File: src/rtl/mem_arb2_if.sv
// Bundle for the two-port memory arbiter: two requester ports, the shared memory
// request port and the memory response input.
interface mem_arb2_if;
    logic        p0_valid;
    logic [31:0] p0_addr;
    logic [31:0] p0_wdata;
    logic [3:0]  p0_do_write;
    logic        p0_ack;
    logic        p0_rsp_valid;
    logic [31:0] p0_rsp_data;

    logic        p1_valid;
    logic [31:0] p1_addr;
    logic [31:0] p1_wdata;
    logic [3:0]  p1_do_write;
    logic        p1_ack;
    logic        p1_rsp_valid;
    logic [31:0] p1_rsp_data;

    logic        mem_valid;
    logic [31:0] mem_addr;
    logic [31:0] mem_wdata;
    logic [3:0]  mem_do_write;
    logic        mem_rsp_valid;
    logic [31:0] mem_rsp_data;

    // Arbiter side
    modport slave (
        input  p0_valid, p0_addr, p0_wdata, p0_do_write,
        input  p1_valid, p1_addr, p1_wdata, p1_do_write,
        output p0_ack, p0_rsp_valid, p0_rsp_data,
        output p1_ack, p1_rsp_valid, p1_rsp_data,
        output mem_valid, mem_addr, mem_wdata, mem_do_write,
        input  mem_rsp_valid, mem_rsp_data
    );

    // Requesters plus memory side
    modport master (
        output p0_valid, p0_addr, p0_wdata, p0_do_write,
        output p1_valid, p1_addr, p1_wdata, p1_do_write,
        input  p0_ack, p0_rsp_valid, p0_rsp_data,
        input  p1_ack, p1_rsp_valid, p1_rsp_data,
        input  mem_valid, mem_addr, mem_wdata, mem_do_write,
        output mem_rsp_valid, mem_rsp_data
    );
endinterface

File: src/rtl/mem_arb2.sv
// Two-requester arbiter onto one fixed-latency memory port; an ownership shift
// register routes each memory response back to the port that issued the request.
module mem_arb2 #(
    parameter int LATENCY     = 1,
    parameter int ROUND_ROBIN = 1
) (
    input  logic      clk,
    input  logic      reset,
    mem_arb2_if.slave bus
);
    localparam logic [2:0] DRAIN_INIT = 3'(LATENCY);

    logic               last_grant_q, last_grant_d;
    logic [LATENCY-1:0] own_vld_q;
    logic [LATENCY-1:0] own_port_q;
    logic [2:0]         drain_q, drain_d;
    logic               sticky_orphan_q, sticky_orphan_d;
    logic               gnt0, gnt1, mem_vld;
    logic               tail_vld, tail_port, rsp_hit;

    always_comb begin
        gnt0 = 1'b0;
        gnt1 = 1'b0;
        if (!reset) begin
            if (bus.p0_valid && bus.p1_valid) begin
                if ((ROUND_ROBIN != 0) && !last_grant_q) gnt1 = 1'b1;
                else                                    gnt0 = 1'b1;
            end else begin
                gnt0 = bus.p0_valid;
                gnt1 = bus.p1_valid;
            end
        end
    end

    assign mem_vld          = gnt0 | gnt1;
    assign bus.p0_ack       = gnt0;
    assign bus.p1_ack       = gnt1;
    assign bus.mem_valid    = mem_vld;
    assign bus.mem_addr     = gnt0 ? bus.p0_addr     : (gnt1 ? bus.p1_addr     : '0);
    assign bus.mem_wdata    = gnt0 ? bus.p0_wdata    : (gnt1 ? bus.p1_wdata    : '0);
    assign bus.mem_do_write = gnt0 ? bus.p0_do_write : (gnt1 ? bus.p1_do_write : '0);

    assign tail_vld  = own_vld_q[LATENCY-1];
    assign tail_port = own_port_q[LATENCY-1];
    assign rsp_hit   = !reset && bus.mem_rsp_valid && tail_vld;

    assign bus.p0_rsp_valid = rsp_hit && !tail_port;
    assign bus.p1_rsp_valid = rsp_hit &&  tail_port;
    assign bus.p0_rsp_data  = (rsp_hit && !tail_port) ? bus.mem_rsp_data : '0;
    assign bus.p1_rsp_data  = (rsp_hit &&  tail_port) ? bus.mem_rsp_data : '0;

    // After reset, responses to requests issued before it may still be in flight
    // for up to LATENCY cycles; they are dropped silently rather than flagged.
    always_comb begin
        last_grant_d    = mem_vld ? gnt1 : last_grant_q;
        drain_d         = (drain_q != 3'd0) ? (drain_q - 3'd1) : 3'd0;
        sticky_orphan_d = sticky_orphan_q |
                          (bus.mem_rsp_valid && !tail_vld && (drain_q == 3'd0));
    end

    always_ff @(posedge clk or posedge reset) begin
        if (reset) begin
            last_grant_q    <= 1'b1;
            own_vld_q       <= '0;
            own_port_q      <= '0;
            drain_q         <= DRAIN_INIT;
            sticky_orphan_q <= 1'b0;
        end else begin
            last_grant_q    <= last_grant_d;
            drain_q         <= drain_d;
            sticky_orphan_q <= sticky_orphan_d;
            own_vld_q[0]    <= mem_vld;
            own_port_q[0]   <= gnt1;
            for (int i = 1; i < LATENCY; i++) begin
                own_vld_q[i]  <= own_vld_q[i-1];
                own_port_q[i] <= own_port_q[i-1];
            end
        end
    end
endmodule

File: src/flat_wrapper.sv
// flat-port wrapper written by rule: the top's interface ports become plain ports
module mem_arb2_flat 
#(
    parameter int LATENCY     = 1,
    parameter int ROUND_ROBIN = 1
)
  (clk, reset, bus_p0_valid, bus_p0_addr, bus_p0_wdata, bus_p0_do_write, bus_p1_valid, bus_p1_addr, bus_p1_wdata, bus_p1_do_write, bus_p0_ack, bus_p0_rsp_valid, bus_p0_rsp_data, bus_p1_ack, bus_p1_rsp_valid, bus_p1_rsp_data, bus_mem_valid, bus_mem_addr, bus_mem_wdata, bus_mem_do_write, bus_mem_rsp_valid, bus_mem_rsp_data);
  mem_arb2_if bus_i ();
  input  logic clk;
  input  logic reset;
  input wire logic [$bits(bus_i.p0_valid)-1:0] bus_p0_valid;
  input wire logic [$bits(bus_i.p0_addr)-1:0] bus_p0_addr;
  input wire logic [$bits(bus_i.p0_wdata)-1:0] bus_p0_wdata;
  input wire logic [$bits(bus_i.p0_do_write)-1:0] bus_p0_do_write;
  input wire logic [$bits(bus_i.p1_valid)-1:0] bus_p1_valid;
  input wire logic [$bits(bus_i.p1_addr)-1:0] bus_p1_addr;
  input wire logic [$bits(bus_i.p1_wdata)-1:0] bus_p1_wdata;
  input wire logic [$bits(bus_i.p1_do_write)-1:0] bus_p1_do_write;
  output wire logic [$bits(bus_i.p0_ack)-1:0] bus_p0_ack;
  output wire logic [$bits(bus_i.p0_rsp_valid)-1:0] bus_p0_rsp_valid;
  output wire logic [$bits(bus_i.p0_rsp_data)-1:0] bus_p0_rsp_data;
  output wire logic [$bits(bus_i.p1_ack)-1:0] bus_p1_ack;
  output wire logic [$bits(bus_i.p1_rsp_valid)-1:0] bus_p1_rsp_valid;
  output wire logic [$bits(bus_i.p1_rsp_data)-1:0] bus_p1_rsp_data;
  output wire logic [$bits(bus_i.mem_valid)-1:0] bus_mem_valid;
  output wire logic [$bits(bus_i.mem_addr)-1:0] bus_mem_addr;
  output wire logic [$bits(bus_i.mem_wdata)-1:0] bus_mem_wdata;
  output wire logic [$bits(bus_i.mem_do_write)-1:0] bus_mem_do_write;
  input wire logic [$bits(bus_i.mem_rsp_valid)-1:0] bus_mem_rsp_valid;
  input wire logic [$bits(bus_i.mem_rsp_data)-1:0] bus_mem_rsp_data;
  assign bus_i.p0_valid = bus_p0_valid;
  assign bus_i.p0_addr = bus_p0_addr;
  assign bus_i.p0_wdata = bus_p0_wdata;
  assign bus_i.p0_do_write = bus_p0_do_write;
  assign bus_i.p1_valid = bus_p1_valid;
  assign bus_i.p1_addr = bus_p1_addr;
  assign bus_i.p1_wdata = bus_p1_wdata;
  assign bus_i.p1_do_write = bus_p1_do_write;
  assign bus_p0_ack = bus_i.p0_ack;
  assign bus_p0_rsp_valid = bus_i.p0_rsp_valid;
  assign bus_p0_rsp_data = bus_i.p0_rsp_data;
  assign bus_p1_ack = bus_i.p1_ack;
  assign bus_p1_rsp_valid = bus_i.p1_rsp_valid;
  assign bus_p1_rsp_data = bus_i.p1_rsp_data;
  assign bus_mem_valid = bus_i.mem_valid;
  assign bus_mem_addr = bus_i.mem_addr;
  assign bus_mem_wdata = bus_i.mem_wdata;
  assign bus_mem_do_write = bus_i.mem_do_write;
  assign bus_i.mem_rsp_valid = bus_mem_rsp_valid;
  assign bus_i.mem_rsp_data = bus_mem_rsp_data;
  mem_arb2 #(.LATENCY(LATENCY), .ROUND_ROBIN(ROUND_ROBIN)) u_core (.clk(clk), .reset(reset), .bus(bus_i));
endmodule
File: config.mk
export PLATFORM = sky130hd
export DESIGN_NAME = mem_arb2_flat
export DESIGN_NICKNAME = d
export VERILOG_FILES = /design/src/rtl/mem_arb2_if.sv /design/src/rtl/mem_arb2.sv /design/src/flat_wrapper.sv
export SDC_FILE = /design/constraint.sdc
export NUM_CORES = 1
export LEC_CHECK = 0
export BUFFER_PORTS_ARGS = -buffer_cell sky130_fd_sc_hd__buf_2
export CAP_MARGIN = 10
export CELL_PAD_IN_SITES_DETAIL_PLACEMENT = 0
export CELL_PAD_IN_SITES_GLOBAL_PLACEMENT = 2
export CORE_MARGIN = 2
export CORE_UTILIZATION = 10
export CTS_BUF_LIST = sky130_fd_sc_hd__clkbuf_4 sky130_fd_sc_hd__clkbuf_8
export DETAILED_ROUTE_END_ITERATION = 6
export GPL_TIMING_DRIVEN = 0
export PLACE_DENSITY = 0.93
export SYNTH_ARGS = -nofsm -noshare
export SYNTH_HDL_FRONTEND = slang
export SYNTH_SLANG_ARGS = --single-unit
File: constraint.sdc
create_clock -name clk -period 2 [get_ports clk]
set_input_delay 0.2 -clock clk [delete_from_list [all_inputs] [get_ports clk]]
set_output_delay 0.2 -clock clk [all_outputs]
set_load 0.005 [all_outputs]
---- After elaboration in Yosys (flattened, before gate mapping) ----
Index checks and enable logic that the tools add are counted.
storage, ports and cells
  flip-flop bits (word level) ............. 3
  bits in latches ......................... 0
  RAM bits ................................ 0
  bits in read-only memories .............. 0
  output and inout port bits .............. 137
  logic and storage cells ................. 25
  memories kept ........................... 0
operators by class
  add/sub/neg operators ................... 0
  multiply operators ...................... 0
  div/mod/pow operators ................... 0
  magnitude comparators ................... 0
  equal/unequal tests ..................... 0
  shifts and indexed selects .............. 0
  muxes and demuxes ....................... 14
  bitwise gates (word level) .............. 1
  reductions and logical operators ........ 7
operators with widths
  cell                 count
  $mux W32             6
  $mux W4              2
  $mux W1              6
  $logic_and A1 B1 Y1  5
  $logic_not A1 Y1     2
  $or A1 B1 Y1         1

---- Depth between registers and ports, before layout ----
Gate-level depths: netlist (run 1).
  word-level depth ........................ 5
  gate-level depth with buffers ........... 6

---- Least setup slack after synthesis (run 1) ----
Ideal clock, no wire load.
  kind .................................... reg-to-output
  start point ............................. reg u_core.last_grant_q
  end point ............................... out bus_mem_addr[22]
  arrival time ............................ 1,210 ps
  data required time ...................... 1,800 ps
  slack ................................... 590 ps
  cell stages (with the launch flop) ...... 7
  path buffers ............................ 3
  cell sequence ........................... dfstp_2 -> nand2b_1 -> buf_6 -> buf_6 -> buf_6 -> a32oi_1 -> nor2_1
between the ends
  longest elaborated chain between the ends .. 5
  elaborated cells between the ends (all ways) .. 8
RTL lines
  what                    line                RTL
  from (decl)             mem_arb2.sv:13      logic last_grant_q, last_grant_d;
  from (signal assigned)  mem_arb2.sv:69      last_grant_q <= last_grant_d;
  $mux W1                 mem_arb2.sv:26      if ((ROUND_ROBIN != 0) && !last_grant_q) gnt1 = 1'b1;
  $mux W1                 mem_arb2.sv:25      if (bus.p0_valid && bus.p1_valid) begin
  $mux W1                 mem_arb2.sv:24      if (!reset) begin
  $mux W32                mem_arb2.sv:39      assign bus.mem_addr = gnt0 ? bus.p0_addr : (gnt1 ? bus.p1_addr : '0);
  $mux W32 (*)            mem_arb2.sv:39
  to (decl)               flat_wrapper.sv:26  output wire logic [$bits(bus_i.mem_addr)-1:0] bus_mem_addr;
Every way passes the cells marked *; elsewhere a longest branch is shown, timed or not.

---- Worst setup path after layout (run 1) ----
  start point ............................. reg u_core.last_grant_q
  end point ............................... out bus_mem_addr[29]
The elaborated chain is that of the path after synthesis.

==> results of run 1 <==
-- metrics by stage --
step | instance area, um^2 | power, mW
after floorplan | 1610 | 0.412
after global placement | 3410 | 0.795
after detailed placement | 3410 | 0.793
after CTS | 3460 | 0.994
after global routing | 3470 | 1.08
final | 3470 | 0.985
-- worst max path at each step --
| stage | start | endpoint | slack [ns] | cells after the start |
|---|---|---|---|---|
| after CTS | u_core.last_grant_q | bus_mem_addr[29] | 0.02 | 6 |
| after global routing | u_core.last_grant_q | bus_mem_addr[29] | 0.003 | 6 |
| final | u_core.last_grant_q | bus_mem_addr[29] | 0.08 | 6 |
| after detailed placement | u_core.last_grant_q | bus_mem_addr[29] | 0.20 | 7 |
| after floorplan | u_core.last_grant_q | bus_mem_addr[22] | 0.59 | 6 |
| after global placement | u_core.last_grant_q | bus_mem_addr[29] | 0.20 | 7 |
-- synthesized netlist by cell type --
master	number	area, um^2
a21boi_4	1	18.8
a21oi_1	1	5.00
a31oi_1	1	6.26
a32oi_1	68	596
and2_1	65	407
and3_1	1	6.26
and4_1	1	8.76
and4bb_2	1	12.5
buf_1	1	3.75
buf_2	18	90.1
buf_4	1	7.51
buf_6	4	45.0
clkbuf_1	11	41.3
clkbuf_2	2	10.0
dfrtp_1	2	50.1
dfstp_2	1	26.3
inv_2	1	3.75
nand2b_1	1	6.26
nor2_1	70	263
-- registers in the layout (all words and copies together) (netlist names) --
| signal | count |
|---|---|
| u_core.own_vld_q | 1 |
| u_core.last_grant_q | 1 |
| u_core.own_port_q | 1 |
-- timing repair --
action,CTS,global route
pin swaps,1,1
setup buffers,0,0
endpoints found under the hold margin,2,0
gates resized for setup,0,4
setup endpoints to repair,1,5
hold buffers,1,0
-- layout make-up --
class / count / area (um^2)
Tap cell: 216 / 270
Clock buffer: 4 / 48.8
Buffer: 36 / 198
Inverter: 1 / 3.75
Multi-Input combinational cell: 210 / 1330
Sequential cell: 3 / 76.3
Timing Repair Buffer: 308 / 1550
Fill cell: 1880 / 12300
-- worst register-to-register path, delay by kind of cell (launching register included) --
family / cells / cell delay (ns)
AOI/OAI and AO/OA: 1 / 0.10
DFF: 1 / 0.56
buffers and inverters: 2 / 0.35
and+or+nand+nor: 1 / 0.17
-- power groups by stage --
stage / combinational (mW) / sequential, mW / clock [mW]
finish: 0.712 / 0.0778 / 0.195
global route: 0.792 / 0.0794 / 0.209
CTS: 0.715 / 0.0776 / 0.201
detailed placement: 0.715 / 0.0780 / 0
global placement: 0.717 / 0.0779 / 0
floorplan: 0.336 / 0.0768 / 0
-- logic make-up (layout without fill, tap and decap cells) --
| kind of cell | Yosys count | count (layout) | share of synthesized area [%] |
|---|---|---|---|
| and+or+nand+nor | 139 | 139 | 43.8 |
| AOI/OAI and AO/OA | 71 | 71 | 38.9 |
| buffers and inverters | 38 | 349 | 12.5 |
| DFF | 3 | 3 | 4.75 |
-- routing by layer --
metal | part of all wire (%) | wire [um] | GRT usage [%]
met2 | 53 | 5900 | 23.5
met1 | 39 | 4290 | 11.9
met4 | 0.34 | 38 | 1.69
met5 | 0 | 0 | 0
met3 | 7.3 | 810 | 0.977
==> results.tsv, run 1 <==
metric	value	unit
cp_cell_sequence	nand2b_1 > buf_6 > buf_8 > a32oi_1 > nor2_1 > buf_2	
gp_congestion	0.738	
numPortBuffers	307	
grt_pass1_wl	14800	um
clock_path_buffers	2	
setup_tns	0	ns
layout_setup_ws	0.0779	ns
syn_area	1610	um^2
finalWirelength	11000	um
core-area	15800	um^2
cp_top_family	flip-flops	
worstPathArrival	1.72	ns
track_usage	11.1	%
yosysUniqueCellTypes	19	
die_h	131	um
whs	0.143	ns
drive_gt1_share	60.3	%
seq_power_share	7.9	%
fin_cells	778	
cts_root_buffer	clkbuf_8	
die_w	131	um
finalSetupViolCount	0	
finalHoldViolCount	0	
fin_util	22.0	%
crit_type	reg -> out	
max_freq	0.520	GHz
endpoint_kind	output pin	
synth_warnings	0	
critPathLaunchType	flip-flop	
final_cell_mix	buf_2, nor2_1, a32oi_1	
ir_worst_vdd	97.0	uV
place_ws	0.200	ns
min_path_type	in -> async	
r2r_end	u_core.own_port_q	
final_common_cell	buf_2	
drt_iter0_drc	126	
leakagePower	2.03	nW
reg2reg_depth	4	
cts_buffers	3	
p_comb_share	72.3	%
ys_ff_latch	3	
dp_cells	774	
insertedDiodeCount	0	
final_antenna_net_count	0	
clock_skew	0.00452	ns
status	complete, no violations	
htree_levels	1	
dr.pass1.iters	4	
post-route-drc-count	0	
clkLatencyLatePin	0.22	ns
die_area	17100	um^2
num_rows	46	
grt_antenna_before_repair	0	
numClockSinks	3	
slew_violations	0	
path_buf_inv	3	
rrSetupSlack	0.68	ns
wl_per_cell	14.2	um
syn_inst	251	
max_stage_delay	0.56	ns
cts_tree	built	
swShare	42.3	%
start_util	10.2	%
crit_fanout	19	
dpl.hpwl	9230	um
slew-limit-headroom	65.8	%
power_frac_clock	19.8	%
synth.yosys.seq_area_share	4.75	%
avgSynthCellArea	6.40	um^2
syn2layout_area_growth	116	%
power.switching	0.417	mW
cap_violations	0	
grt_pass1_vias	2858	
reg2reg_from	u_core.last_grant_q	
tightest_slew	0.513	ns
p_int	0.568	mW
fin_nets	736	
io_pins	310	
p_per_area	284	nW/um^2
viasPerCell	4.06	
cp.required	1.80	ns
critPathSlowestCell	dfstp_2	
rsz0062_at_grt	false	
grt_max_degree	20	
clk_pin_slew_worst_paths	0.04	ns
syn-num-nets	424	
finalWorstPathRequiredPeriod	1.92	ns
period_share	96.1	%
via_count	3155	
grt-ovfl-total	0	
Power figures use the tool's default switching activity.
==> run 2, diff against run 1 <==
--- a/config.mk
+++ b/config.mk
@@ -14,7 +14,7 @@
 export CTS_BUF_LIST = sky130_fd_sc_hd__clkbuf_4 sky130_fd_sc_hd__clkbuf_8
 export DETAILED_ROUTE_END_ITERATION = 6
 export GPL_TIMING_DRIVEN = 0
-export PLACE_DENSITY = 0.93
+export PLACE_DENSITY_LB_ADDON = 0.1
 export SYNTH_ARGS = -nofsm -noshare
 export SYNTH_HDL_FRONTEND = slang
 export SYNTH_SLANG_ARGS = --single-unit
==> results.tsv, run 2 (same netlist as run 1, synthesis figures left out) <==
metric	value	unit
grt-ovfl-total	0	
drive_gt1_share	60.3	%
post-route-drc-count	0	
tightest_slew	0.495	ns
path_buf_inv	3	
reg_top3	u_core.last_grant_q x1, u_core.own_port_q x1, u_core.own_vld_q x1	
status	complete, no violations	
grt_max_degree	11	
num_rows	46	
finalWirelength	10700	um
final_common_cell	buf_2	
critPathSlowestCell	dfstp_2	
cts_tree	built	
fin_cells	778	
period_share	93.7	%
viasPerCell	4.04	
n_fill_cell	1871	
clock_path_buffers	2	
endpoint_kind	output pin	
fin_nets	736	
cap_violations	0	
grt_pass1_vias	2820	
numClockSinks	3	
final_cell_mix	buf_2, nor2_1, a32oi_1	
dp_cells	774	
cp_cell_sequence	nand2b_1 > buf_6 > buf_2 > a32oi_1 > nor2_1 > buf_2	
finalWorstPathRequiredPeriod	1.87	ns
place_ws	0.316	ns
dr.pass1.iters	4	
grt_pass1_wl	14500	um
worstPathArrival	1.67	ns
finalHoldViolCount	0	
clock_skew	0.000166	ns
htree_levels	1	
clkLatencyLatePin	0.22	ns
numPortBuffers	307	
slew_violations	0	
io_pins	310	
crit_type	reg -> out	
multi_input_area	1330	um^2
min_path_type	in -> async	
syn2layout_area_growth	116	%
register_area	76.3	um^2
gp_congestion	0.669	
wl_per_cell	13.8	um
p_per_area	278	nW/um^2
clk_pin_slew_worst_paths	0.03	ns
rsz0062_at_grt	false	
die_w	131	um
cp.required	1.80	ns
via_count	3146	
max_stage_delay	0.57	ns
core-area	15800	um^2
slew-limit-headroom	67.0	%
crit_fanout	10	
grt_antenna_before_repair	0	
leakagePower	2.03	nW
dpl.hpwl	8990	um
final_antenna_net_count	0	
max_freq	0.533	GHz
rrSetupSlack	0.71	ns
cts_buffers	3	
finalSetupViolCount	0	
layout_setup_ws	0.125	ns
insertedDiodeCount	0	
setup_tns	0	ns
ir_worst_vdd	116	uV
drt_iter0_drc	59	
crit_top_cell	buf_2	
cts_root_buffer	clkbuf_8	
track_usage	10.7	%
die_area	17100	um^2
cp_top_family	flip-flops	
critPathLaunchType	flip-flop	
die_h	131	um
start_util	10.2	%
run 2: cell type report:
cell class	instances	area share (%)
multi-input cells	210	38.4
inverters	1	0.108
plain buffers	36	5.46
clock buffers	4	1.41
repair buffers	308	44.7
well taps	216	7.80
flip-flops and latches	3	2.20
run 2: metrics by stage:
stage / util [%] / hold slack [ns] / power, mW / area [um^2]
2_1_floorplan: - / 0.107 / 0.412 / 1610
5_1_grt: 22.0 / 0.166 / 1.06 / 3460
4_1_cts: 22.0 / 0.155 / 0.989 / 3470
3_5_place_dp: 21.6 / 0.214 / 0.790 / 3410
3_3_place_gp: 21.6 / 0.201 / 0.790 / 3410
6_report: 22.0 / 0.150 / 0.964 / 3460
run 2: final timing paths:
path / start / to / depth (start not counted)
max reg2reg: u_core.last_grant_q / u_core.own_port_q / 4
max in group asynchronous: reset / u_core.own_vld_q / 3
min in group clk: bus_p1_valid / u_core.own_vld_q / 3
min reg2reg: u_core.last_grant_q / u_core.last_grant_q / 2
max: u_core.last_grant_q / bus_mem_wdata[17] / 6
min: reset / u_core.last_grant_q / 2
run 2: what timing repair did:
item | 4_1_cts | 5_1_grt
buffers inserted | 0 | 0
hold buffers | 1 | 0
gates resized for setup | 0 | 1
endpoints found under the hold margin | 2 | 0
endpoints found under the setup margin | 0 | 3
run 2: report_power, final:
group	leakage [nW]	internal [mW]	switching [mW]	total [mW]
Combinational	1.97	0.343	0.352	0.695
Sequential	0.0360	0.0709	0.00745	0.0784
Clock	0.0262	0.150	0.0411	0.191
run 2: per-layer routing:
layer / wire, um / GRT usage, %
met1: 3750 / 10.9
met2: 5830 / 22.7
met3: 1090 / 2.32
met4: 42 / 1.13
met5: 0 / 0
run 2: worst register-to-register path, delay by kind of cell, from the launching register on:
family                 cells  cell delay, ns
and+or+nand+nor            1            0.16
buffers and inverters      2            0.35
DFF                        1            0.57
AOI/OAI and AO/OA          1            0.10
